`config.mk`:
```
export PLATFORM = sky130hd
export DESIGN_NAME = div_seq
export DESIGN_NICKNAME = d
export VERILOG_FILES = /design/src/rtl/div_seq.sv
export SDC_FILE = /design/constraint.sdc
export NUM_CORES = 1
export LEC_CHECK = 0
export BUFFER_PORTS_ARGS = -buffer_cell sky130_fd_sc_hd__buf_2
export CAP_MARGIN = 25
export CELL_PAD_IN_SITES_DETAIL_PLACEMENT = 0
export CELL_PAD_IN_SITES_GLOBAL_PLACEMENT = 2
export CORE_ASPECT_RATIO = 1.4
export CORE_MARGIN = 3
export CORE_UTILIZATION = 35
export DETAILED_ROUTE_END_ITERATION = 7
export GPL_TIMING_DRIVEN = 0
export HOLD_SLACK_MARGIN = 0.15
export PLACE_DENSITY = 0.86
export REMOVE_ABC_BUFFERS = 1
export SLEW_MARGIN = 0
export SYNTH_ARGS = -nofsm -noshare
export SYNTH_HDL_FRONTEND = slang
export SYNTH_SLANG_ARGS = --single-unit
```
`constraint.sdc`:
```
create_clock -name clock -period 6.25 [get_ports clock]
set_input_delay 0.3125 -clock clock [delete_from_list [all_inputs] [get_ports clock]]
set_output_delay 0.3125 -clock clock [all_outputs]
set_load 0.01 [all_outputs]
```
`src/rtl/div_seq.sv`:
```
// Sequential radix-2 restoring divider for MIPS DIV/DIVU: quotient -> lo_entrance, remainder -> hi_entrance.
// Optional build macro DIV_FAST_SMALL_EN: finish in one iteration when |dividend| < |divisor|.
module div_seq #(
  parameter int WIDTH = 32,
  parameter int CNT_W = 6
) (
  input  logic             clock,
  input  logic             reset,
  input  logic             start,
  input  logic             signed_op,
  input  logic [WIDTH-1:0] regA_out,
  input  logic [WIDTH-1:0] regB_out,
  output logic             busy,
  output logic             done,
  output logic             div_zero,
  output logic [WIDTH-1:0] hi_entrance,
  output logic [WIDTH-1:0] lo_entrance
);

  localparam logic [WIDTH-1:0] ZERO_W   = {WIDTH{1'b0}};
  localparam logic [WIDTH-1:0] ONES_W   = {WIDTH{1'b1}};
  localparam logic [WIDTH-1:0] ONE_W    = {{(WIDTH-1){1'b0}}, 1'b1};
  localparam logic [CNT_W-1:0] CNT_ZERO = {CNT_W{1'b0}};
  localparam logic [CNT_W-1:0] CNT_ONE  = {{(CNT_W-1){1'b0}}, 1'b1};
  localparam logic [CNT_W-1:0] CNT_LAST = CNT_W'(WIDTH - 1);
`ifdef DIV_FAST_SMALL_EN
  localparam bit FAST_EN = 1'b1;
`else
  localparam bit FAST_EN = 1'b0;
`endif

  typedef enum logic [1:0] {IDLE = 2'd0, RUN = 2'd1, FIX = 2'd2} state_t;

  function automatic logic [WIDTH-1:0] negate(input logic [WIDTH-1:0] v);
    return ~v + ONE_W;
  endfunction

  state_t           state_r, state_s;
  logic [WIDTH-1:0] rem_r, rem_s, quo_r, quo_s, dvs_r, dvs_s;
  logic [WIDTH-1:0] hi_r, hi_s, lo_r, lo_s;
  logic [CNT_W-1:0] cnt_r, cnt_s;
  logic             neg_q_r, neg_q_s, neg_r_r, neg_r_s;
  logic             busy_r, busy_s, done_r, done_s, dz_r, dz_s;

  logic             sign_a_s, sign_b_s, small_s;
  logic [WIDTH-1:0] mag_a_s, mag_b_s;
  logic [WIDTH:0]   shift_s, diff_s;

  // Operand magnitudes and the trial subtraction of one iteration (sign = diff_s[WIDTH])
  assign sign_a_s = signed_op & regA_out[WIDTH-1];
  assign sign_b_s = signed_op & regB_out[WIDTH-1];
  assign mag_a_s  = sign_a_s ? negate(regA_out) : regA_out;
  assign mag_b_s  = sign_b_s ? negate(regB_out) : regB_out;
  assign small_s  = FAST_EN && (mag_a_s < mag_b_s);
  assign shift_s  = {rem_r, quo_r[WIDTH-1]};
  assign diff_s   = shift_s - {1'b0, dvs_r};

  // State and datapath registers
  always_ff @(posedge clock or posedge reset) begin
    if (reset) begin
      state_r <= IDLE;
      rem_r   <= ZERO_W;
      quo_r   <= ZERO_W;
      dvs_r   <= ZERO_W;
      hi_r    <= ZERO_W;
      lo_r    <= ZERO_W;
      cnt_r   <= CNT_ZERO;
      neg_q_r <= 1'b0;
      neg_r_r <= 1'b0;
      busy_r  <= 1'b0;
      done_r  <= 1'b0;
      dz_r    <= 1'b0;
    end else begin
      state_r <= state_s;
      rem_r   <= rem_s;
      quo_r   <= quo_s;
      dvs_r   <= dvs_s;
      hi_r    <= hi_s;
      lo_r    <= lo_s;
      cnt_r   <= cnt_s;
      neg_q_r <= neg_q_s;
      neg_r_r <= neg_r_s;
      busy_r  <= busy_s;
      done_r  <= done_s;
      dz_r    <= dz_s;
    end
  end

  // Next-state logic
  always_comb begin
    state_s = state_r;
    case (state_r)
      IDLE: begin
        if (!start) begin
          state_s = IDLE;
        end else if (regB_out == ZERO_W || small_s) begin
          state_s = FIX;
        end else begin
          state_s = RUN;
        end
      end
      RUN: begin
        if (cnt_r == CNT_LAST) begin
          state_s = FIX;
        end else begin
          state_s = RUN;
        end
      end
      FIX:     state_s = IDLE;
      default: state_s = IDLE;
    endcase
  end

  // Datapath and next output values; outputs leave through registers
  always_comb begin
    rem_s   = rem_r;
    quo_s   = quo_r;
    dvs_s   = dvs_r;
    hi_s    = hi_r;
    lo_s    = lo_r;
    cnt_s   = cnt_r;
    neg_q_s = neg_q_r;
    neg_r_s = neg_r_r;
    dz_s    = dz_r;
    done_s  = 1'b0;
    busy_s  = (state_s != IDLE);
    case (state_r)
      IDLE: begin
        if (start) begin
          dvs_s   = mag_b_s;
          cnt_s   = CNT_ZERO;
          dz_s    = 1'b0;
          neg_q_s = sign_a_s ^ sign_b_s;
          neg_r_s = sign_a_s;
          if (regB_out == ZERO_W) begin
            // Divide by zero reports the raw dividend and an all-ones quotient, unsigned
            quo_s   = ONES_W;
            rem_s   = regA_out;
            neg_q_s = 1'b0;
            neg_r_s = 1'b0;
          end else if (small_s) begin
            quo_s = ZERO_W;
            rem_s = mag_a_s;
          end else begin
            quo_s = mag_a_s;
            rem_s = ZERO_W;
          end
        end else begin
          rem_s = rem_r;
        end
      end
      RUN: begin
        cnt_s = cnt_r + CNT_ONE;
        if (diff_s[WIDTH]) begin
          rem_s = shift_s[WIDTH-1:0];
          quo_s = {quo_r[WIDTH-2:0], 1'b0};
        end else begin
          rem_s = diff_s[WIDTH-1:0];
          quo_s = {quo_r[WIDTH-2:0], 1'b1};
        end
      end
      FIX: begin
        lo_s   = neg_q_r ? negate(quo_r) : quo_r;
        hi_s   = neg_r_r ? negate(rem_r) : rem_r;
        dz_s   = (dvs_r == ZERO_W);
        done_s = 1'b1;
      end
      default: begin
        done_s = 1'b0;
      end
    endcase
  end

  assign busy        = busy_r;
  assign done        = done_r;
  assign div_zero    = dz_r;
  assign hi_entrance = hi_r;
  assign lo_entrance = lo_r;

endmodule

```
# Yosys cells after proc, flatten, opt, wreduce, memory -nomap -nowiden
# Index checks and enable logic that the tools add are counted.
# classes
add_sub_neg	6
eq_ne	4
mux	23
bitwise_logic	7
n_reduce_logical	9
# op_table
operator	n
$mux 32	9
$add 32x1->32 const B	4
$not 32->32	4
$pmux 32 s2	2
$logic_not 32->1	2
$sub 33x32->33	1
$pmux 6 s2	1
$add 6x1->6 const B	1
$eq 6x5->1 const B	1
$mux 2	3
$mux 6	1
$reduce_and 2->1	3
$reduce_bool 2->1	3
$mux 1	5
$pmux 2 s2	1
$and 1x1->1	2
$eq 2x1->1 const B	1
$eq 2x2->1 const B	1
$logic_not 2->1	1
$ne 2x2->1 const B	1
$pmux 1 s2	1
$xor 1x1->1	1
# word_totals
ff_bits	173
output_inout_bits	67
elab_cells	61

# Depth between registers and ports, before layout
# depth
word_depth	6
mapped_depth	16
ltp_nobuf	12

# Worst setup path before layout
# OpenSTA, ideal clock, no wires.
# synth_path
path_kind	reg2reg
startpoint	register quo_r[31]
endpoint	register rem_r[22]
setup_ns	0.099
t_arrival_ns	3.064
t_required_ns	6.151
setup_slack_ns	3.087
path_stages_with_launch	14
path_buffers	1
synth_period_minus_slack_ns	3.163
path_cell_list	dfrtp_1 inv_1 ha_1 fa_1 nand2b_1 a21oi_1 o21ai_2 a211oi_2 nand4bb_1 a21oi_1 or2_1 buf_2 or4_1 a311oi_1
# synth_via
elab_chain_len	3
# synth_lines
element	line	rtl
from (decl)	39	logic [WIDTH-1:0] rem_r, rem_s, quo_r, quo_s, dvs_r, dvs_s;
from (signal assigned)	76	quo_r <= quo_s;
$sub 33x32->33	56	assign diff_s = shift_s - {1'b0, dvs_r};
$mux 32	154	if (diff_s[WIDTH]) begin
$pmux 32 s2	127	case (state_r)
to (signal assigned)	75	rem_r <= rem_s;
to (decl)	39	
# No other way between the ends.
# A chain may end at the register's enable or synchronous reset.

# Final worst setup path
# Same ends and word-level chain as after synthesis.

==> metrics.md <==
| Metric | Value |
|---|---|
| Status | `finished clean` |
| Slew margin rel. | `32.4%` |
| H-tree Lvls | `4` |
| Detailed placement HPWL | `25.1 mm` |
| First-pass GRT wire length | `53.0 mm` |
| Arrival time at the worst endpoint | `4.74 ns` |
| Critical Path Fanout Max | `25` |
| Synth top area share | `37.2%` |
| Total placed cells including tap cells | `1,946` |
| RSZ-0062 raised after global routing | `no` |
| IO Port Bufs | `134` |
| VDD IR max | `246 µV` |
| Tcrit/Tclk final | `70.2%` |
| Fraction of layout cells with a size suffix above 1 | `12.9%` |
| Share of synthesized cell area in full adder, half adder and majority cells | `4.15%` |
| Sequential area share after synthesis | `37.2%` |
| Final WS setup | `1.86 ns` |
| Simple logic cell fraction of the synthesized area | `19.3%` |
| Initial antenna violation count | `2` |
| Clk sink count | `173` |
| Number of synthesized flops with an enable pin | `0` |
| Leakage | `5.95 nW` |
| Area grow syn2layout | `15.2%` |
| Worst Tran Pin Value | `1.01 ns` |
| R2R Path Start | `quo_r[31]` |
| Worst hold path type | `in2reg` |
| FP Rows | `78` |
| Routed via count | `10,200` |
| Syn avg cell area | `8.08 µm²` |
| Final hold violations | `0` |
| Max Root-Sink Buffers | `2` |
| Post-Route WL | `32.5 mm` |
| Synth area leaders | `dfrtp_1, o21ai_0, nand2_1` |
| Mux contribution to synthesized area | `1.01%` |
| Initial Utilization | `35.7%` |
| Drt pass-1 iters | `5` |
| Vias per cell | `5.15` |
| Die width | `160 µm` |
| Final Power | `7.60 mW` |
| Utilization after layout | `41.1%` |
| Congestion Overflow GR | `0` |
| XOR/XNOR Fraction of Synth Area | `10.8%` |
| Setup WS pre-CTS | `1.82 ns` |
| Ys flop type | `dfrtp_1` |
| Min-delay src | `regB_out[29]` |
| R2r setup slk | `1.86 ns` |
| Die area | `35,500 µm²` |
| Setup TNS | `0 ns` |
| Yosys reg bits | `173` |
| Largest family of logic cells by synthesized area | `compound AO/OA/AOI/OAI gates` |
| Mapped Area | `11,600 µm²` |
| # DRC | `0` |
| Root Driver | `clkbuf_16` |
| F_max | `0.228 GHz` |
| Fin. max-slew vios | `0` |
| Antenna-violating nets left | `0` |
| Number of DRC markers in iteration 0 | `373` |
| Ys async rst share | `100%` |
| Routed len/inst | `16.4 µm` |
| Layout Cells excl Fill | `1,983` |
| Synth area leader | `dfrtp_1` |
| Tmin final | `4.39 ns` |
| CTS clock-pin slew for the worst setup and hold paths | `0.06 ns` |
| Vias in the first global route | `9,992` |
| Setup Viol. Count Final | `0` |
| Fill cell count | `3,451` |
| Placer Congestion | `0.845` |
| Cells after Synth | `1,440` |
| Largest net degree at the start of global routing | `126` |
| CP Capture Type | `flip-flop` |
| Final nets | `1,635` |
| Synth Area in Compound Gates | `23.0%` |
| Later-pin clock latency in the skew report | `0.45 ns` |
| Core ar. | `32,600 µm²` |
| Yosys cell types | `70` |
| Die height | `222 µm` |
| CP Launch Type | `flip-flop` |
| Critical path startpoint | `quo_r[31]` |
| Required @ worst endpoint | `6.60 ns` |
| Total GRT Usage | `18.4%` |
| Post-CTS setup buffers | `0` |
| Warnings, synthesis | `0` |
| Max-cap check violation count | `0` |
| IO Pins | `135` |
| Critical path class | `reg2reg` |
| Pwr Density | `567 nW/µm²` |
| Worst Skew | `0.0119 ns` |
| CTS Buf Count | `17` |
| CTS tree | `done` |
==> layout make-up <==
class | instances | area, µm² | share of cell area [%]
antenna | 3 | 7.51 | 0.0560
timing repair buffer | 147 | 883 | 6.59
tap | 440 | 551 | 4.11
multi-input combinational | 1130 | 6810 | 50.7
clock buffer | 18 | 429 | 3.20
inverter | 60 | 233 | 1.74
clock inverter | 12 | 173 | 1.29
sequential | 173 | 4330 | 32.3
==> routing by layer <==
metal | share of wire, % | wire (µm) | GRT usage (%) | vias to the layer above
met3 | 2.9 | 941 | 2.49 | 40
met1 | 44 | 14400 | 22.2 | 4729
met4 | 2.7 | 874 | 7.11 | 0
met2 | 50 | 16400 | 33.1 | 167
met5 | 0 | 0 | 0 | -
li1 | - | - | - | 5278
==> state kept, by name, indices dropped and copies added, names as in the netlist <==
register and flops:
div_zero 1, done 1, state_r 2, cnt_r 6
dvs_r 32, quo_r 32, rem_r 32, neg_r_r 1
lo_entrance 32, neg_q_r 1, hi_entrance 32, busy 1
==> critical path: stages (launching register included) <==
cell and delay [ns]:
dfrtp_1 0.34, inv_1 0.19, ha_1 0.30, fa_1 0.38
nand2b_1 0.19, a21oi_1 0.35, o21ai_2 0.17, a211oi_2 0.30
nand4bb_1 0.19, a21oi_1 0.19, buf_4 0.24, or2_1 0.41
buf_16 0.25, or4_1 0.50, a311oi_1 0.28
==> placed cells by master (no fill, tap or decap), drive strengths merged, types with 6 or more instances in the layout <==
master	n
nand2	226
o21ai	176
dfrtp	173
buf	143
a21oi	127
nor2	92
xor2	90
inv	60
xnor2	54
ha	37
o31ai	31
nor3	26
nand3	25
nor4	24
a31oi	20
and3	18
clkbuf	18
a21o	17
or3	16
o41ai	13
or4	13
o22ai	11
nand2b	10
o211ai	9
and2	9
a311oi	6
mux2	6
a211oi	6
clkinv	6
==> kinds of logic (layout without fill, tap and decap cells) <==
group,Yosys count,in the layout
xor+xnor,144,144
mux,11,11
compound gates,452,452
buf+inv,137,237
fa+ha+maj,38,38
other cells,0,3
simple gates,485,485
flops,173,173
==> synthesized netlist by cell type (all sizes together), types with 2 or more instances <==
| cell | instances |
|---|---|
| nand2 | 226 |
| o21ai | 176 |
| dfrtp | 173 |
| a21oi | 127 |
| nor2 | 92 |
| xor2 | 90 |
| clkbuf | 62 |
| inv | 60 |
| xnor2 | 54 |
| ha | 37 |
| o31ai | 31 |
| nor3 | 26 |
| nand3 | 25 |
| nor4 | 24 |
| a31oi | 20 |
| and3 | 18 |
| a21o | 17 |
| or3 | 16 |
| buf | 15 |
| o41ai | 13 |
| or4 | 13 |
| o22ai | 11 |
| nand2b | 10 |
| and2 | 9 |
| o211ai | 9 |
| a211oi | 6 |
| a311oi | 6 |
| mux2 | 6 |
| mux2i | 5 |
| nand4 | 5 |
| nor2b | 5 |
| o21a | 5 |
| or2 | 5 |
| a221o | 4 |
| a211o | 3 |
| a22o | 3 |
| nand3b | 3 |
| o2111ai | 3 |
| a21boi | 2 |
| a31o | 2 |
| and3b | 2 |
| o21bai | 2 |
| o22a | 2 |
| o2bb2ai | 2 |
| or3b | 2 |
==> power breakdown <==
group          internal [mW]  switching, mW  leakage [nW]  total, mW
combinational           1.93           2.49          3.49       4.42
sequential              1.54          0.526          2.17       2.06
clock                  0.661          0.455         0.291       1.12
==> per-stage QoR <==
step                      hold WS, ns  instance area (µm²)
after CTS                       0.156                13400
final                           0.168                13400
after detailed placement        0.333                12800
after global placement          0.457                12600
after floorplan                 0.450                11300
after global routing            0.194                13400
==> path summary, 6_finish.rpt <==
check	end	depth (start not counted)
max	rem_r[22]	14
min	dvs_r[29]	3
max reg2reg	rem_r[22]	14
min reg2reg	lo_entrance[26]	2
max in group asynchronous	dvs_r[29]	4
min in group asynchronous	lo_entrance[0]	3
==> what timing repair did <==
item	CTS	global route
hold buffers	4	0
resized for setup	0	0
endpoints found under the hold margin	51	0
Note: power is estimated with default switching activity, not from simulation.
